## src/rtl/id_ex_stage_pkg.sv

```systemverilog
// Shared constants for the ID/EX boundary: default widths, ALU select codes
// and the operand-forwarding source encoding.
package id_ex_stage_pkg;

  localparam int DEF_XLEN = 32;
  localparam int DEF_RA_W = 5;

  localparam logic [3:0] ALU_ADD  = 4'h0;
  localparam logic [3:0] ALU_SUB  = 4'h1;
  localparam logic [3:0] ALU_SLL  = 4'h2;
  localparam logic [3:0] ALU_SLT  = 4'h3;
  localparam logic [3:0] ALU_SLTU = 4'h4;
  localparam logic [3:0] ALU_XOR  = 4'h5;
  localparam logic [3:0] ALU_SRL  = 4'h6;
  localparam logic [3:0] ALU_SRA  = 4'h7;
  localparam logic [3:0] ALU_OR   = 4'h8;
  localparam logic [3:0] ALU_AND  = 4'h9;

  typedef enum logic [1:0] {
    FWD_REG = 2'b00,
    FWD_EXM = 2'b01,
    FWD_MWB = 2'b10
  } fwd_sel_e;

endpackage

```

## src/rtl/id_ex_stage_if.sv

```systemverilog
// Bundle of everything crossing the ID/EX boundary: decoded ID fields,
// producer write-back sets, pipeline control and the EX-side outputs.
interface id_ex_stage_if #(
  parameter int XLEN = id_ex_stage_pkg::DEF_XLEN,
  parameter int RA_W = id_ex_stage_pkg::DEF_RA_W
);
  logic            id_valid;
  logic [XLEN-1:0] id_pc;
  logic [XLEN-1:0] id_rs1_data;
  logic [XLEN-1:0] id_rs2_data;
  logic [XLEN-1:0] id_imm;
  logic [RA_W-1:0] id_rs1;
  logic [RA_W-1:0] id_rs2;
  logic [RA_W-1:0] id_rd;
  logic            id_uses_rs1;
  logic            id_uses_rs2;
  logic [3:0]      id_alu_sel;
  logic            id_alu_src;
  logic            id_reg_write;
  logic            id_mem_read;
  logic            id_mem_write;
  logic            exm_reg_write;
  logic [RA_W-1:0] exm_rd;
  logic [XLEN-1:0] exm_result;
  logic            mwb_reg_write;
  logic [RA_W-1:0] mwb_rd;
  logic [XLEN-1:0] mwb_result;
  logic            stall;
  logic            flush;

  logic            load_use_stall;
  logic            ex_valid;
  logic [XLEN-1:0] ex_pc;
  logic [XLEN-1:0] alu_a;
  logic [XLEN-1:0] alu_b;
  logic [3:0]      alu_sel;
  logic [4:0]      alu_shamt;
  logic [XLEN-1:0] ex_store_data;
  logic [RA_W-1:0] ex_rd;
  logic            ex_reg_write;
  logic            ex_mem_read;
  logic            ex_mem_write;
  logic [1:0]      fwd_sel_a;
  logic [1:0]      fwd_sel_b;

  modport master (
    output id_valid, id_pc, id_rs1_data, id_rs2_data, id_imm, id_rs1, id_rs2, id_rd,
           id_uses_rs1, id_uses_rs2, id_alu_sel, id_alu_src, id_reg_write,
           id_mem_read, id_mem_write, exm_reg_write, exm_rd, exm_result,
           mwb_reg_write, mwb_rd, mwb_result, stall, flush,
    input  load_use_stall, ex_valid, ex_pc, alu_a, alu_b, alu_sel, alu_shamt,
           ex_store_data, ex_rd, ex_reg_write, ex_mem_read, ex_mem_write,
           fwd_sel_a, fwd_sel_b
  );

  modport slave (
    input  id_valid, id_pc, id_rs1_data, id_rs2_data, id_imm, id_rs1, id_rs2, id_rd,
           id_uses_rs1, id_uses_rs2, id_alu_sel, id_alu_src, id_reg_write,
           id_mem_read, id_mem_write, exm_reg_write, exm_rd, exm_result,
           mwb_reg_write, mwb_rd, mwb_result, stall, flush,
    output load_use_stall, ex_valid, ex_pc, alu_a, alu_b, alu_sel, alu_shamt,
           ex_store_data, ex_rd, ex_reg_write, ex_mem_read, ex_mem_write,
           fwd_sel_a, fwd_sel_b
  );

endinterface

```

## src/rtl/id_ex_stage_forward_unit.sv

```systemverilog
// Picks the freshest value for one EX source register: EX/MEM beats MEM/WB,
// which beats the value captured at ID. Register 0 is never forwarded.
module id_ex_stage_forward_unit import id_ex_stage_pkg::*; #(
  parameter int XLEN = DEF_XLEN,
  parameter int RA_W = DEF_RA_W
) (
  input  logic [RA_W-1:0] rs_i,
  input  logic            exm_we_i,
  input  logic [RA_W-1:0] exm_rd_i,
  input  logic [XLEN-1:0] exm_result_i,
  input  logic            mwb_we_i,
  input  logic [RA_W-1:0] mwb_rd_i,
  input  logic [XLEN-1:0] mwb_result_i,
  input  logic [XLEN-1:0] reg_val_i,
  output logic [XLEN-1:0] operand_o,
  output fwd_sel_e        sel_o
);

  logic exm_hit;
  logic mwb_hit;

  assign exm_hit = exm_we_i && (exm_rd_i != '0) && (exm_rd_i == rs_i);
  assign mwb_hit = mwb_we_i && (mwb_rd_i != '0) && (mwb_rd_i == rs_i);

  always_comb begin
    operand_o = reg_val_i;
    sel_o     = FWD_REG;
    if (exm_hit) begin
      operand_o = exm_result_i;
      sel_o     = FWD_EXM;
    end else if (mwb_hit) begin
      operand_o = mwb_result_i;
      sel_o     = FWD_MWB;
    end
  end

endmodule

```

## src/rtl/id_ex_stage.sv

```systemverilog
// ID/EX pipeline register with capture-time MEM/WB bypass, EX-time operand
// forwarding, load-use hazard detection and stall/flush handling.
module id_ex_stage import id_ex_stage_pkg::*; #(
  parameter int XLEN = DEF_XLEN,
  parameter int RA_W = DEF_RA_W
) (
  input  logic          clk,
  input  logic          rst_n,
  id_ex_stage_if.slave  bus
);

  logic                      valid_q, valid_d;
  logic [XLEN-1:0]           pc_q, pc_d;
  logic [XLEN-1:0]           imm_q, imm_d;
  logic [RA_W-1:0]           rd_q, rd_d;
  logic [3:0]                sel_q, sel_d;
  logic                      alu_src_q, alu_src_d;
  logic                      reg_write_q, reg_write_d;
  logic                      mem_read_q, mem_read_d;
  logic                      mem_write_q, mem_write_d;
  logic [1:0][RA_W-1:0]      rs_q, rs_d;
  logic [1:0][XLEN-1:0]      val_q, val_d;

  logic [1:0][RA_W-1:0]      id_rs;
  logic [1:0][XLEN-1:0]      id_val;
  logic [1:0][XLEN-1:0]      cap_val;
  logic [1:0][XLEN-1:0]      fwd_val;
  fwd_sel_e                  fwd_sel [2];

  logic                      ex_is_load;
  logic                      id_needs_rd;
  logic                      load_use;

  assign id_rs[0]  = bus.id_rs1;
  assign id_rs[1]  = bus.id_rs2;
  assign id_val[0] = bus.id_rs1_data;
  assign id_val[1] = bus.id_rs2_data;

  // Each operand gets the same treatment: a MEM/WB write landing this cycle
  // overrides stale register-file data at capture, then EX-time forwarding.
  for (genvar gi = 0; gi < 2; gi++) begin : g_opnd
    assign cap_val[gi] = (bus.mwb_reg_write && (bus.mwb_rd != '0) && (bus.mwb_rd == id_rs[gi]))
                         ? bus.mwb_result : id_val[gi];

    id_ex_stage_forward_unit #(.XLEN(XLEN), .RA_W(RA_W)) u_fwd (
      .rs_i         (rs_q[gi]),
      .exm_we_i     (bus.exm_reg_write),
      .exm_rd_i     (bus.exm_rd),
      .exm_result_i (bus.exm_result),
      .mwb_we_i     (bus.mwb_reg_write),
      .mwb_rd_i     (bus.mwb_rd),
      .mwb_result_i (bus.mwb_result),
      .reg_val_i    (val_q[gi]),
      .operand_o    (fwd_val[gi]),
      .sel_o        (fwd_sel[gi])
    );
  end

  assign ex_is_load  = valid_q && mem_read_q && (rd_q != '0);
  assign id_needs_rd = (bus.id_uses_rs1 && (bus.id_rs1 == rd_q)) ||
                       (bus.id_uses_rs2 && (bus.id_rs2 == rd_q));
  assign load_use    = ex_is_load && id_needs_rd && bus.id_valid && !bus.flush;

  always_comb begin
    valid_d     = valid_q;
    pc_d        = pc_q;
    imm_d       = imm_q;
    rd_d        = rd_q;
    sel_d       = sel_q;
    alu_src_d   = alu_src_q;
    reg_write_d = reg_write_q;
    mem_read_d  = mem_read_q;
    mem_write_d = mem_write_q;
    rs_d        = rs_q;
    val_d       = val_q;
    if (bus.flush || (!bus.stall && load_use)) begin
      // Kill or bubble: data fields may keep stale values, only the
      // qualifying bits matter downstream.
      valid_d     = 1'b0;
      reg_write_d = 1'b0;
      mem_read_d  = 1'b0;
      mem_write_d = 1'b0;
    end else if (!bus.stall) begin
      valid_d     = bus.id_valid;
      pc_d        = bus.id_pc;
      imm_d       = bus.id_imm;
      rd_d        = bus.id_rd;
      sel_d       = bus.id_alu_sel;
      alu_src_d   = bus.id_alu_src;
      reg_write_d = bus.id_reg_write;
      mem_read_d  = bus.id_mem_read;
      mem_write_d = bus.id_mem_write;
      rs_d        = id_rs;
      val_d       = cap_val;
    end
  end

  always_ff @(posedge clk or negedge rst_n) begin
    if (!rst_n) begin
      valid_q     <= 1'b0;
      pc_q        <= '0;
      imm_q       <= '0;
      rd_q        <= '0;
      sel_q       <= ALU_ADD;
      alu_src_q   <= 1'b0;
      reg_write_q <= 1'b0;
      mem_read_q  <= 1'b0;
      mem_write_q <= 1'b0;
      rs_q        <= '0;
      val_q       <= '0;
    end else begin
      valid_q     <= valid_d;
      pc_q        <= pc_d;
      imm_q       <= imm_d;
      rd_q        <= rd_d;
      sel_q       <= sel_d;
      alu_src_q   <= alu_src_d;
      reg_write_q <= reg_write_d;
      mem_read_q  <= mem_read_d;
      mem_write_q <= mem_write_d;
      rs_q        <= rs_d;
      val_q       <= val_d;
    end
  end

  assign bus.load_use_stall = load_use;
  assign bus.ex_valid       = valid_q;
  assign bus.ex_pc          = pc_q;
  assign bus.alu_sel        = sel_q;
  assign bus.ex_rd          = rd_q;
  assign bus.ex_reg_write   = valid_q && reg_write_q;
  assign bus.ex_mem_read    = valid_q && mem_read_q;
  assign bus.ex_mem_write   = valid_q && mem_write_q;
  assign bus.alu_a          = fwd_val[0];
  assign bus.ex_store_data  = fwd_val[1];
  assign bus.alu_b          = alu_src_q ? imm_q : fwd_val[1];
  assign bus.alu_shamt      = alu_src_q ? imm_q[4:0] : fwd_val[1][4:0];
  assign bus.fwd_sel_a      = fwd_sel[0];
  assign bus.fwd_sel_b      = fwd_sel[1];

endmodule

```

## src/flat_wrapper.sv

```systemverilog
// flat-port wrapper written by rule: the top's interface ports become plain ports
module id_ex_stage_flat import id_ex_stage_pkg::*;
#(
  parameter int XLEN = DEF_XLEN,
  parameter int RA_W = DEF_RA_W
)
  (clk, rst_n, bus_id_valid, bus_id_pc, bus_id_rs1_data, bus_id_rs2_data, bus_id_imm, bus_id_rs1, bus_id_rs2, bus_id_rd, bus_id_uses_rs1, bus_id_uses_rs2, bus_id_alu_sel, bus_id_alu_src, bus_id_reg_write, bus_id_mem_read, bus_id_mem_write, bus_exm_reg_write, bus_exm_rd, bus_exm_result, bus_mwb_reg_write, bus_mwb_rd, bus_mwb_result, bus_stall, bus_flush, bus_load_use_stall, bus_ex_valid, bus_ex_pc, bus_alu_a, bus_alu_b, bus_alu_sel, bus_alu_shamt, bus_ex_store_data, bus_ex_rd, bus_ex_reg_write, bus_ex_mem_read, bus_ex_mem_write, bus_fwd_sel_a, bus_fwd_sel_b);
  id_ex_stage_if #(.XLEN(XLEN), .RA_W(RA_W)) bus_i ();
  input  logic clk;
  input  logic rst_n;
  input wire logic [$bits(bus_i.id_valid)-1:0] bus_id_valid;
  input wire logic [$bits(bus_i.id_pc)-1:0] bus_id_pc;
  input wire logic [$bits(bus_i.id_rs1_data)-1:0] bus_id_rs1_data;
  input wire logic [$bits(bus_i.id_rs2_data)-1:0] bus_id_rs2_data;
  input wire logic [$bits(bus_i.id_imm)-1:0] bus_id_imm;
  input wire logic [$bits(bus_i.id_rs1)-1:0] bus_id_rs1;
  input wire logic [$bits(bus_i.id_rs2)-1:0] bus_id_rs2;
  input wire logic [$bits(bus_i.id_rd)-1:0] bus_id_rd;
  input wire logic [$bits(bus_i.id_uses_rs1)-1:0] bus_id_uses_rs1;
  input wire logic [$bits(bus_i.id_uses_rs2)-1:0] bus_id_uses_rs2;
  input wire logic [$bits(bus_i.id_alu_sel)-1:0] bus_id_alu_sel;
  input wire logic [$bits(bus_i.id_alu_src)-1:0] bus_id_alu_src;
  input wire logic [$bits(bus_i.id_reg_write)-1:0] bus_id_reg_write;
  input wire logic [$bits(bus_i.id_mem_read)-1:0] bus_id_mem_read;
  input wire logic [$bits(bus_i.id_mem_write)-1:0] bus_id_mem_write;
  input wire logic [$bits(bus_i.exm_reg_write)-1:0] bus_exm_reg_write;
  input wire logic [$bits(bus_i.exm_rd)-1:0] bus_exm_rd;
  input wire logic [$bits(bus_i.exm_result)-1:0] bus_exm_result;
  input wire logic [$bits(bus_i.mwb_reg_write)-1:0] bus_mwb_reg_write;
  input wire logic [$bits(bus_i.mwb_rd)-1:0] bus_mwb_rd;
  input wire logic [$bits(bus_i.mwb_result)-1:0] bus_mwb_result;
  input wire logic [$bits(bus_i.stall)-1:0] bus_stall;
  input wire logic [$bits(bus_i.flush)-1:0] bus_flush;
  output wire logic [$bits(bus_i.load_use_stall)-1:0] bus_load_use_stall;
  output wire logic [$bits(bus_i.ex_valid)-1:0] bus_ex_valid;
  output wire logic [$bits(bus_i.ex_pc)-1:0] bus_ex_pc;
  output wire logic [$bits(bus_i.alu_a)-1:0] bus_alu_a;
  output wire logic [$bits(bus_i.alu_b)-1:0] bus_alu_b;
  output wire logic [$bits(bus_i.alu_sel)-1:0] bus_alu_sel;
  output wire logic [$bits(bus_i.alu_shamt)-1:0] bus_alu_shamt;
  output wire logic [$bits(bus_i.ex_store_data)-1:0] bus_ex_store_data;
  output wire logic [$bits(bus_i.ex_rd)-1:0] bus_ex_rd;
  output wire logic [$bits(bus_i.ex_reg_write)-1:0] bus_ex_reg_write;
  output wire logic [$bits(bus_i.ex_mem_read)-1:0] bus_ex_mem_read;
  output wire logic [$bits(bus_i.ex_mem_write)-1:0] bus_ex_mem_write;
  output wire logic [$bits(bus_i.fwd_sel_a)-1:0] bus_fwd_sel_a;
  output wire logic [$bits(bus_i.fwd_sel_b)-1:0] bus_fwd_sel_b;
  assign bus_i.id_valid = bus_id_valid;
  assign bus_i.id_pc = bus_id_pc;
  assign bus_i.id_rs1_data = bus_id_rs1_data;
  assign bus_i.id_rs2_data = bus_id_rs2_data;
  assign bus_i.id_imm = bus_id_imm;
  assign bus_i.id_rs1 = bus_id_rs1;
  assign bus_i.id_rs2 = bus_id_rs2;
  assign bus_i.id_rd = bus_id_rd;
  assign bus_i.id_uses_rs1 = bus_id_uses_rs1;
  assign bus_i.id_uses_rs2 = bus_id_uses_rs2;
  assign bus_i.id_alu_sel = bus_id_alu_sel;
  assign bus_i.id_alu_src = bus_id_alu_src;
  assign bus_i.id_reg_write = bus_id_reg_write;
  assign bus_i.id_mem_read = bus_id_mem_read;
  assign bus_i.id_mem_write = bus_id_mem_write;
  assign bus_i.exm_reg_write = bus_exm_reg_write;
  assign bus_i.exm_rd = bus_exm_rd;
  assign bus_i.exm_result = bus_exm_result;
  assign bus_i.mwb_reg_write = bus_mwb_reg_write;
  assign bus_i.mwb_rd = bus_mwb_rd;
  assign bus_i.mwb_result = bus_mwb_result;
  assign bus_i.stall = bus_stall;
  assign bus_i.flush = bus_flush;
  assign bus_load_use_stall = bus_i.load_use_stall;
  assign bus_ex_valid = bus_i.ex_valid;
  assign bus_ex_pc = bus_i.ex_pc;
  assign bus_alu_a = bus_i.alu_a;
  assign bus_alu_b = bus_i.alu_b;
  assign bus_alu_sel = bus_i.alu_sel;
  assign bus_alu_shamt = bus_i.alu_shamt;
  assign bus_ex_store_data = bus_i.ex_store_data;
  assign bus_ex_rd = bus_i.ex_rd;
  assign bus_ex_reg_write = bus_i.ex_reg_write;
  assign bus_ex_mem_read = bus_i.ex_mem_read;
  assign bus_ex_mem_write = bus_i.ex_mem_write;
  assign bus_fwd_sel_a = bus_i.fwd_sel_a;
  assign bus_fwd_sel_b = bus_i.fwd_sel_b;
  id_ex_stage #(.XLEN(XLEN), .RA_W(RA_W)) u_core (.clk(clk), .rst_n(rst_n), .bus(bus_i));
endmodule
```

## config.mk

```make
export PLATFORM = sky130hd
export DESIGN_NAME = id_ex_stage_flat
export DESIGN_NICKNAME = d
export VERILOG_FILES = /design/src/rtl/id_ex_stage_pkg.sv /design/src/rtl/id_ex_stage_if.sv /design/src/rtl/id_ex_stage_forward_unit.sv /design/src/rtl/id_ex_stage.sv /design/src/flat_wrapper.sv
export SDC_FILE = /design/constraint.sdc
export NUM_CORES = 1
export LEC_CHECK = 0
export BUFFER_PORTS_ARGS = -buffer_cell sky130_fd_sc_hd__buf_2
export CORE_AREA = 2 2 148 150
export CTS_BUF_LIST = sky130_fd_sc_hd__clkbuf_8
export CTS_CLUSTER_DIAMETER = 30
export DETAILED_ROUTE_END_ITERATION = 12
export DIE_AREA = 0 0 150 152
export GPL_TIMING_DRIVEN = 0
export PLACE_DENSITY = 0.82
export SLEW_MARGIN = 20
export SYNTH_ARGS = -nofsm -noshare
export SYNTH_HDL_FRONTEND = slang
export SYNTH_SLANG_ARGS = --single-unit
```

## constraint.sdc

```tcl
create_clock -name clk -period 5.6 [get_ports clk]
set_input_delay 0.56 -clock clk [delete_from_list [all_inputs] [get_ports clk]]
set_output_delay 0.56 -clock clk [all_outputs]
set_load 0.01 [all_outputs]
```

# Word level (Yosys, flattened, before mapping)
# Cells that the tools add are included.
# word_totals
in_bits	234
reg_bits	152
# op_classes
n_reduce_logical	26
muxes	20
n_bitwise	2
eq_ne	9
# ops
cell	count
$mux 32	7
$eq 5x5->1	8
$logic_and 1x1->1	18
$reduce_bool 5->1	3
$mux 1	8
$mux 2	4
$mux 5	1
$logic_not 1->1	2
$logic_or 1x1->1	2
$ne 2x1->1 const B	1
$not 1->1	2
$reduce_and 2->1	1

# Logic depth before layout (Yosys ltp)
# Gate-level depths: netlist of the first run.
# depth
word_depth	10
depth_mapped	8
mapped_depth_nobuf	6

# Cells and area by module
# From an unflattened synthesis of the first run, not the netlist that was laid out.
# unflattened
cells_unflattened	851
hier_area_um2	10652.7
# modules_own_cells
mod	instances	seq_area_each_um2	area_each_um2	cells_each
id_ex_stage	1	3803.6	7657.3	479
id_ex_stage_forward_unit	2	0.0	1497.7	186

# Least setup slack after synthesis of the first run
# Ideal clock, no wire load.
# synth_timing
path_type	input -> output
start	in bus_mwb_rd[4]
end	out bus_alu_b[22]
setup_slack_ps	2941
cell_stages	7
t_required_ps	5040
path_buffers	2
arrival_ps	2099
path_cell_list	buf_2 -> or2_2 -> o21ai_0 -> nand3_2 -> buf_4 -> mux2i_1 -> a221oi_1
# synth_via
elab_chain_len	6
elab_cells_between_ends	7
cone_classes	eq/ne: 1; mux: 3; reduce/logical: 3
# synth_lines
item	line_no	text
start: declaration	flat_wrapper.sv:30	input wire logic [$bits(bus_i.mwb_rd)-1:0] bus_mwb_rd;
$reduce_bool 5->1	id_ex_stage_forward_unit.sv:23	assign mwb_hit = mwb_we_i && (mwb_rd_i != '0) && (mwb_rd_i == rs_i);
$logic_and 1x1->1	id_ex_stage_forward_unit.sv:23	
$logic_and 1x1->1 *	id_ex_stage_forward_unit.sv:23	
$mux 32 *	id_ex_stage_forward_unit.sv:31	end else if (mwb_hit) begin
$mux 32 *	id_ex_stage_forward_unit.sv:28	if (exm_hit) begin
$mux 32 *	id_ex_stage.sv:136	assign bus.alu_b = alu_src_q ? imm_q : fwd_val[1];
end: declaration	flat_wrapper.sv:38	output wire logic [$bits(bus_i.alu_b)-1:0] bus_alu_b;
# Mark *: on every way between the ends. The rest lies on a longest branch, timed or not.

# Worst setup path in the final report of the first run
# layout_timing
start	reg u_core.rs_q[9] (netlist name)
end	out bus_alu_shamt[2]
# layout_via
elab_cells_between_ends	7
cone_classes	eq/ne: 2; mux: 3; reduce/logical: 2
# layout_rtl
item	line_no	text
start: declaration	id_ex_stage.sv:21	logic [1:0][RA_W-1:0] rs_q, rs_d;
start signal: assignment	id_ex_stage.sv:121	rs_q <= rs_d;
$eq 5x5->1	id_ex_stage_forward_unit.sv:22	assign exm_hit = exm_we_i && (exm_rd_i != '0) && (exm_rd_i == rs_i);
$logic_and 1x1->1	id_ex_stage_forward_unit.sv:22	
net u_core.g_opnd[1].u_fwd.exm_hit	id_ex_stage_forward_unit.sv:19	logic exm_hit;
$mux 32	id_ex_stage_forward_unit.sv:28	
$mux 5	id_ex_stage.sv:137	assign bus.alu_shamt = alu_src_q ? imm_q[4:0] : fwd_val[1][4:0];
end: declaration	flat_wrapper.sv:40	output wire logic [$bits(bus_i.alu_shamt)-1:0] bus_alu_shamt;
# The timed path passes the listed nets, and every way through them passes these cells.

==> reports/qor.csv, run 1 <==
metric;value;unit
drt pass-1 iters;5;
routed wire length;34510;µm
hold buffers post-CTS;0;
post-DR wirelength/cell;22.32;µm
Power Total;3427;µW
Area growth syn-to-layout;29.12;%
RSZ-0062 raised after global routing;false;
PwrDens;282.2;nW/µm²
Final GP Congestion;0.8888;
syn nets;1080;
CTS tree;built;
worst setup path class;reg -> out;
Slew @ Worst Pin;0.8946;ns
leakage power total;0.005711;µW
Fmax;257.2;MHz
Iteration-0 DRC Markers;553;
Mapped Avg Cell Area;11.12;µm²
Core ar.;21350;µm²
Peak VDD IR;167.0;µV
Post-DRT Antenna Nets;0;
# IOs;385;
Final Cycle Share;69.44;%
vias in the first global route;9052;
status;finished, final reports clean;
Rows;54;
DR vias;8614;
GRT overflow;0;
Post-CTS Setup Inserts;0;
post-CTS sizing;0;
global routing usage on met3;7.538;%
CTS buffer count;17;
Crit Path Max Fanout;10;
Syn Inst Count;846;
Max-Cap Viols;0;
Final Cell Area;12140;µm²
# DRC;0;
CP startpoint kind;flop;
Die Y;152;µm
vias per inst;5.572;
critical path endpoint category;output port;
Min-Delay Path Class;in -> async;
time the worst path needs with I/O delays and setup;3.889;ns
skew final;0.01460;ns
DP Area;11690;µm²
GR peak layer;met2;
data required time of the worst path;5.04;ns
clk_lat worst skew;0.45;ns
initial antenna violation count;8;
synthesized cell area;9405;µm²
final setup TNS;0;ns
async set-reset flop share out of synthesis;100.0;%
Yosys reg bits;152;
Synth cell types;37;
pin count of the biggest net entering global routing;86;
met2 Track Usage GR;49.27;%
Final Hold Fails;0;
pins over their slew limit;0;
initial core utilization;44.05;%
maximum clock path buffer count;2;
Post-synth EDFFs;0;
clock-pin slew on the worst setup and hold paths;0.10;ns
slew margin rel.;40.14;%
port bufs;379;
global-route wire length before repair;51270;µm
ratio of cells with drive above 1 in the final layout;53.10;%
Final #Nets;1479;
H-Tree Depth;4;
Worst Path Arrival;3.33;ns
root buf cell;clkbuf_8;
sequential fraction of the synthesis area;40.44;%
GRT Util Overall;29.62;%
Post-synth top flop;dfrtp_1;
die area;22800;µm²
setup slack after layout;1.711;ns
met1 Resource Use GR;36.08;%
final setup fails;0;
number of synthesis warnings;0;
Sink Count;152;
die width;150;µm
Setup WS pre-CTS;1.813;ns
DP Wirelength;26040;µm
[power breakdown]
part / leakage (µW) / internal, µW / switching, µW
registers: 0.00179 / 1260 / 102
logic: 0.00369 / 534 / 581
clock network: 0.000224 / 468 / 482
total: 0.00571 / 2260 / 1170
[layer usage]
metal  part of all wire (%)  wire [µm]
met1                     39      13540
met2                     49      16910
met3                    8.4       2882
met4                    3.4       1173
met5                      0          0
[kinds of logic after synthesis]
kind of cell           after synthesis  synth area share, %
AO/OA/AOI/OAI                      138                9.339
AND/OR/NAND/NOR                    194                9.951
multiplexers                       244                31.83
flip-flops                         152                40.44
XOR/XNOR                            39                3.632
buffers and inverters               79                4.802
[cells in the final DEF (no fill, tap or decap), drive strengths merged, types with 2 or more instances in the layout]
cell type,Yosys,layout
buf,42,422
mux2,207,207
dfrtp,152,152
nor2,69,69
nand2,66,66
a31oi,54,54
clkbuf,28,46
mux2i,37,37
a21oi,37,37
nand2b,28,28
o31ai,28,28
xnor2,23,23
xor2,16,16
inv,8,15
nor3,9,9
diode,0,8
o22ai,6,6
a221oi,5,5
nand4,5,5
clkinv,1,5
nor4,4,4
and2,4,4
a211oi,3,3
bufinv,0,3
o21ai,2,2
a32o,2,2
nand3b,2,2
nand3,2,2
[registers in the layout, summed over array words and instances, names as in the netlist, 4 cells and up]
signal              count
u_core.val_q           64
u_core.bus.ex_pc       32
u_core.imm_q           32
u_core.rs_q            10
u_core.bus.ex_rd        5
u_core.bus.alu_sel      4
[cells in the mapped netlist (3+ instances only)]
library cell | number | area (µm²)
inv_1 | 8 | 30.03
clkbuf_1 | 28 | 105.1
xnor2_1 | 23 | 201.4
nand2b_1 | 28 | 175.2
nor4_4 | 4 | 85.08
and2_1 | 4 | 25.02
buf_4 | 14 | 105.1
a221oi_1 | 5 | 43.79
a31oi_1 | 54 | 337.8
nor2_1 | 69 | 259.0
buf_6 | 11 | 123.9
o22ai_1 | 6 | 37.54
mux2_2 | 129 | 1453
nor3_1 | 9 | 45.04
xor2_1 | 16 | 140.1
mux2_4 | 78 | 1171
a21oi_1 | 37 | 185.2
nand2_1 | 66 | 247.7
mux2i_1 | 37 | 370.4
dfrtp_1 | 152 | 3804
buf_2 | 16 | 80.08
a211oi_1 | 3 | 22.52
o31ai_1 | 28 | 210.2
nand4_1 | 5 | 31.28
[cell type report]
cell class | count | area (µm²)
buffer | 70 | 417.9
multi-input combinational | 615 | 5150
antenna | 8 | 20.02
clock buffer | 18 | 247.7
sequential | 152 | 3804
fill | 1900 | 9206
tap | 280 | 350.3
clock inverter | 14 | 186.4
inverter | 9 | 33.78
timing repair buffer | 380 | 1934
[critical path, cell delays in order (launching register included)]
cell and delay [ns]:
dfrtp_1 0.43, xnor2_1 0.14, and4_1 0.20, nand2_1 0.27, inv_1 0.14, nor2_1 0.31, clkbuf_1 0.67, a31oi_1 0.35
buf_4 0.23, buf_2 0.13
[final timing paths]
check | from | endpoint | slack, ns | cells after the start
max reg2reg | u_core.bus.ex_rd[1] | u_core.val_q[48] | 3.18 | 6
max in group asynchronous | rst_n | u_core.bus.ex_pc[24] | 4.72 | 2
min reg2reg | u_core.reg_write_q | u_core.reg_write_q | 0.50 | 1
min in group clk | bus_id_pc[3] | u_core.bus.ex_pc[3] | 0.33 | 2
min | rst_n | u_core.val_q[44] | 0.04 | 1
max | u_core.rs_q[9] | bus_alu_shamt[2] | 1.71 | 9
[per-stage QoR]
| step | util, % | std cells | hold WS [ns] |
|---|---|---|---|
| floorplan | - | 846 | 0.2644 |
| global placement | 54.58 | 1505 | 0.4692 |
| detailed placement | 54.75 | 1506 | 0.4826 |
| CTS | 56.79 | 1538 | 0.05050 |
| global route | 56.87 | 1545 | 0.04758 |
| finish | 56.88 | 1546 | 0.03647 |
(Power assumes the default switching activity.)
==> inputs of run 2 (changes only) <==
- CORE_AREA: 2 2 148 150 -> 2 2 151 153
- DIE_AREA: 0 0 150 152 -> 0 0 153 155
- clock period: 5.6 -> 3.48 ns (I/O delays scaled with it)
==> run 2 against run 1 <==
- first-iteration DRC count up 31%
- sequential share of layout area about the same
- die area up 4.0%
- global-route usage down 1.4 points
- final cell count about the same
- non-clock buffer count up 1
- register-to-register slack worse by 2.2 ns
- critical endpoint is now bus_ex_store_data[9]
==> reports/qor.csv, run 2 (synthesis results as in run 1) <==
metric;value;unit;change
PwrDens;451.1;nW/µm²;+60%
pins over their slew limit;0;;unchanged
Sink Count;152;;unchanged
clock-pin slew on the worst setup and hold paths;0.12;ns;+0.02 ns
root buf cell;clkbuf_8;;
DP Cell Count;1511;;+0.33%
Min-Delay Path Class;in -> reg;;
DR vias;8750;;+1.6%
Power Total;5473;µW;+60%
Final GP Congestion;0.9211;;+3.6%
drt pass-1 iters;5;;unchanged
GRT Util Overall;28.22;%;-1.4 points
Hold WS;0.09590;ns;+0.05943 ns
Crit Path Max Fanout;10;;unchanged
Peak VDD IR;260.3;µV;+56%
leakage power total;0.005711;µW;about the same
port bufs;379;;unchanged
RSZ-0062 raised after global routing;false;;
Max-Cap Viols;0;;unchanged
DP Wirelength;26230;µm;+0.72%
most common cell after layout, fill and taps aside;buf_2;;
setup slack after layout;0.2171;ns;-1.494 ns
initial antenna violation count;1;;-7
Area growth syn-to-layout;28.99;%;
vias in the first global route;9033;;-0.21%
most frequent cells in the layout;buf_2 (394), dfrtp_1 (152), mux2_2 (129);;
Final Cycle Share;93.76;%;
# DRC;0;;unchanged
Final #Nets;1480;;+0.068%
GRT overflow;0;;unchanged
die area;23720;µm²;+4.0%
pin count of the biggest net entering global routing;81;;-5.8%
routed wire length;34210;µm;-0.85%
critical path endpoint category;output port;;
clk_lat worst skew;0.47;ns;+0.02 ns
# IOs;385;;unchanged
die width;153;µm;+2.0%
Rows;55;;+1.9%
slew margin rel.;39.83;%;-0.32 points
Setup WS pre-CTS;0.1326;ns;-1.680 ns
Iteration-0 DRC Markers;725;;+31%
Largest register FFs;64;;unchanged
time the worst path needs with I/O delays and setup;3.263;ns;
initial core utilization;42.31;%;-1.7 points
Core ar.;22230;µm²;+4.1%
Fmax;306.5;MHz;
Top reg by flops;u_core.val_q;;
final setup fails;0;;unchanged
status;finished, final reports clean;;
ratio of cells with drive above 1 in the final layout;53.53;%;+0.43 points
Final Hold Fails;0;;unchanged
Slew @ Worst Pin;0.8959;ns;+0.001315 ns
H-Tree Depth;4;;unchanged
Die Y;155;µm;+2.0%
maximum clock path buffer count;2;;unchanged
Final Cell Area;12130;µm²;-0.10%
data required time of the worst path;3.13;ns;-1.91 ns
global-route wire length before repair;51480;µm;+0.42%
Worst Path Arrival;2.91;ns;-0.42 ns
skew final;0.02822;ns;+0.01362 ns
CP startpoint kind;flop;;
post-DR wirelength/cell;22.14;µm;-0.79%
CTS buffer count;17;;unchanged
CTS tree;built;;
fin cells;1545;;-0.065%
worst setup path class;reg -> out;;
DP Area;11700;µm²;about the same
Post-DRT Antenna Nets;0;;unchanged
vias per inst;5.663;;+1.6%
==> run 2: changes by cell type in the layout (fill, tap and decap cells not counted), moves of 2 or more <==
| cell | before | now |
|---|---|---|
| clkbuf_1 | 28 | 24 |
| clkbuf_2 | 0 | 5 |
| clkinv_4 | 2 | 0 |
| clkinvlp_4 | 0 | 2 |
| diode_2 | 8 | 1 |
| inv_8 | 3 | 5 |
==> run 2: worst max-delay path: stages, from the launching register on <==
cell      delay [ns]
dfrtp_1         0.44
xnor2_1         0.14
and4_1          0.19
nand2_1         0.26
buf_2           0.33
clkbuf_1        0.56
a21oi_1         0.29
buf_2           0.22
==> run 2: final timing paths <==
check / startpoint / endpoint / slack, ns / depth (start not counted)
worst max-delay path: u_core.rs_q[5] / bus_ex_store_data[9] / 0.22 / 7
worst min-delay path: bus_id_pc[24] / u_core.bus.ex_pc[24] / 0.1 / 2
worst max register to register: u_core.bus.ex_rd[1] / u_core.val_q[4] / 0.99 / 6
worst min register to register: u_core.imm_q[8] / u_core.imm_q[8] / 0.50 / 1
max in group asynchronous: rst_n / u_core.bus.ex_pc[26] / 2.23 / 3
min in group asynchronous: rst_n / u_core.val_q[46] / 0.42 / 2
==> run 2: metrics by stage <==
stage	setup TNS, ns	utilization, %
3_5_place_dp	0	52.62
5_1_grt	0	54.58
2_1_floorplan	0	-
4_1_cts	0	54.54
6_report	0	54.58
3_3_place_gp	-35.94	52.45
==> run 2: area by class of cell <==
type	instances	area, µm²
clock buffer	17	234.0
buffer	70	424.2
tap	285	356.6
fill	1976	10100
sequential	152	3804
timing repair buffer	381	1944
multi-input combinational	615	5152
inverter	9	33.78
antenna	1	2.502
clock inverter	15	180.2
==> run 2: what timing repair did <==
item / CTS / global route
gates resized for setup: 2 / 6
setup buffers: 0 / 0
endpoints found under the hold margin: 72 / 0
hold buffers: 1 / 0
setup endpoints to repair: 14 / 19
==> run 2: routing by layer <==
layer	up-vias	share of wire [%]	GRT usage (%)
li1	3832	-	-
met1	4276	40	34.53
met2	556	49	49.16
met3	86	7.8	5.989
met4	0	3.0	10.58
met5	-	0	0
==> run 2: power breakdown <==
group	internal [µW]	switching [µW]
logic	861	934
clock network	672	813
registers	2030	166
total	3560	1910
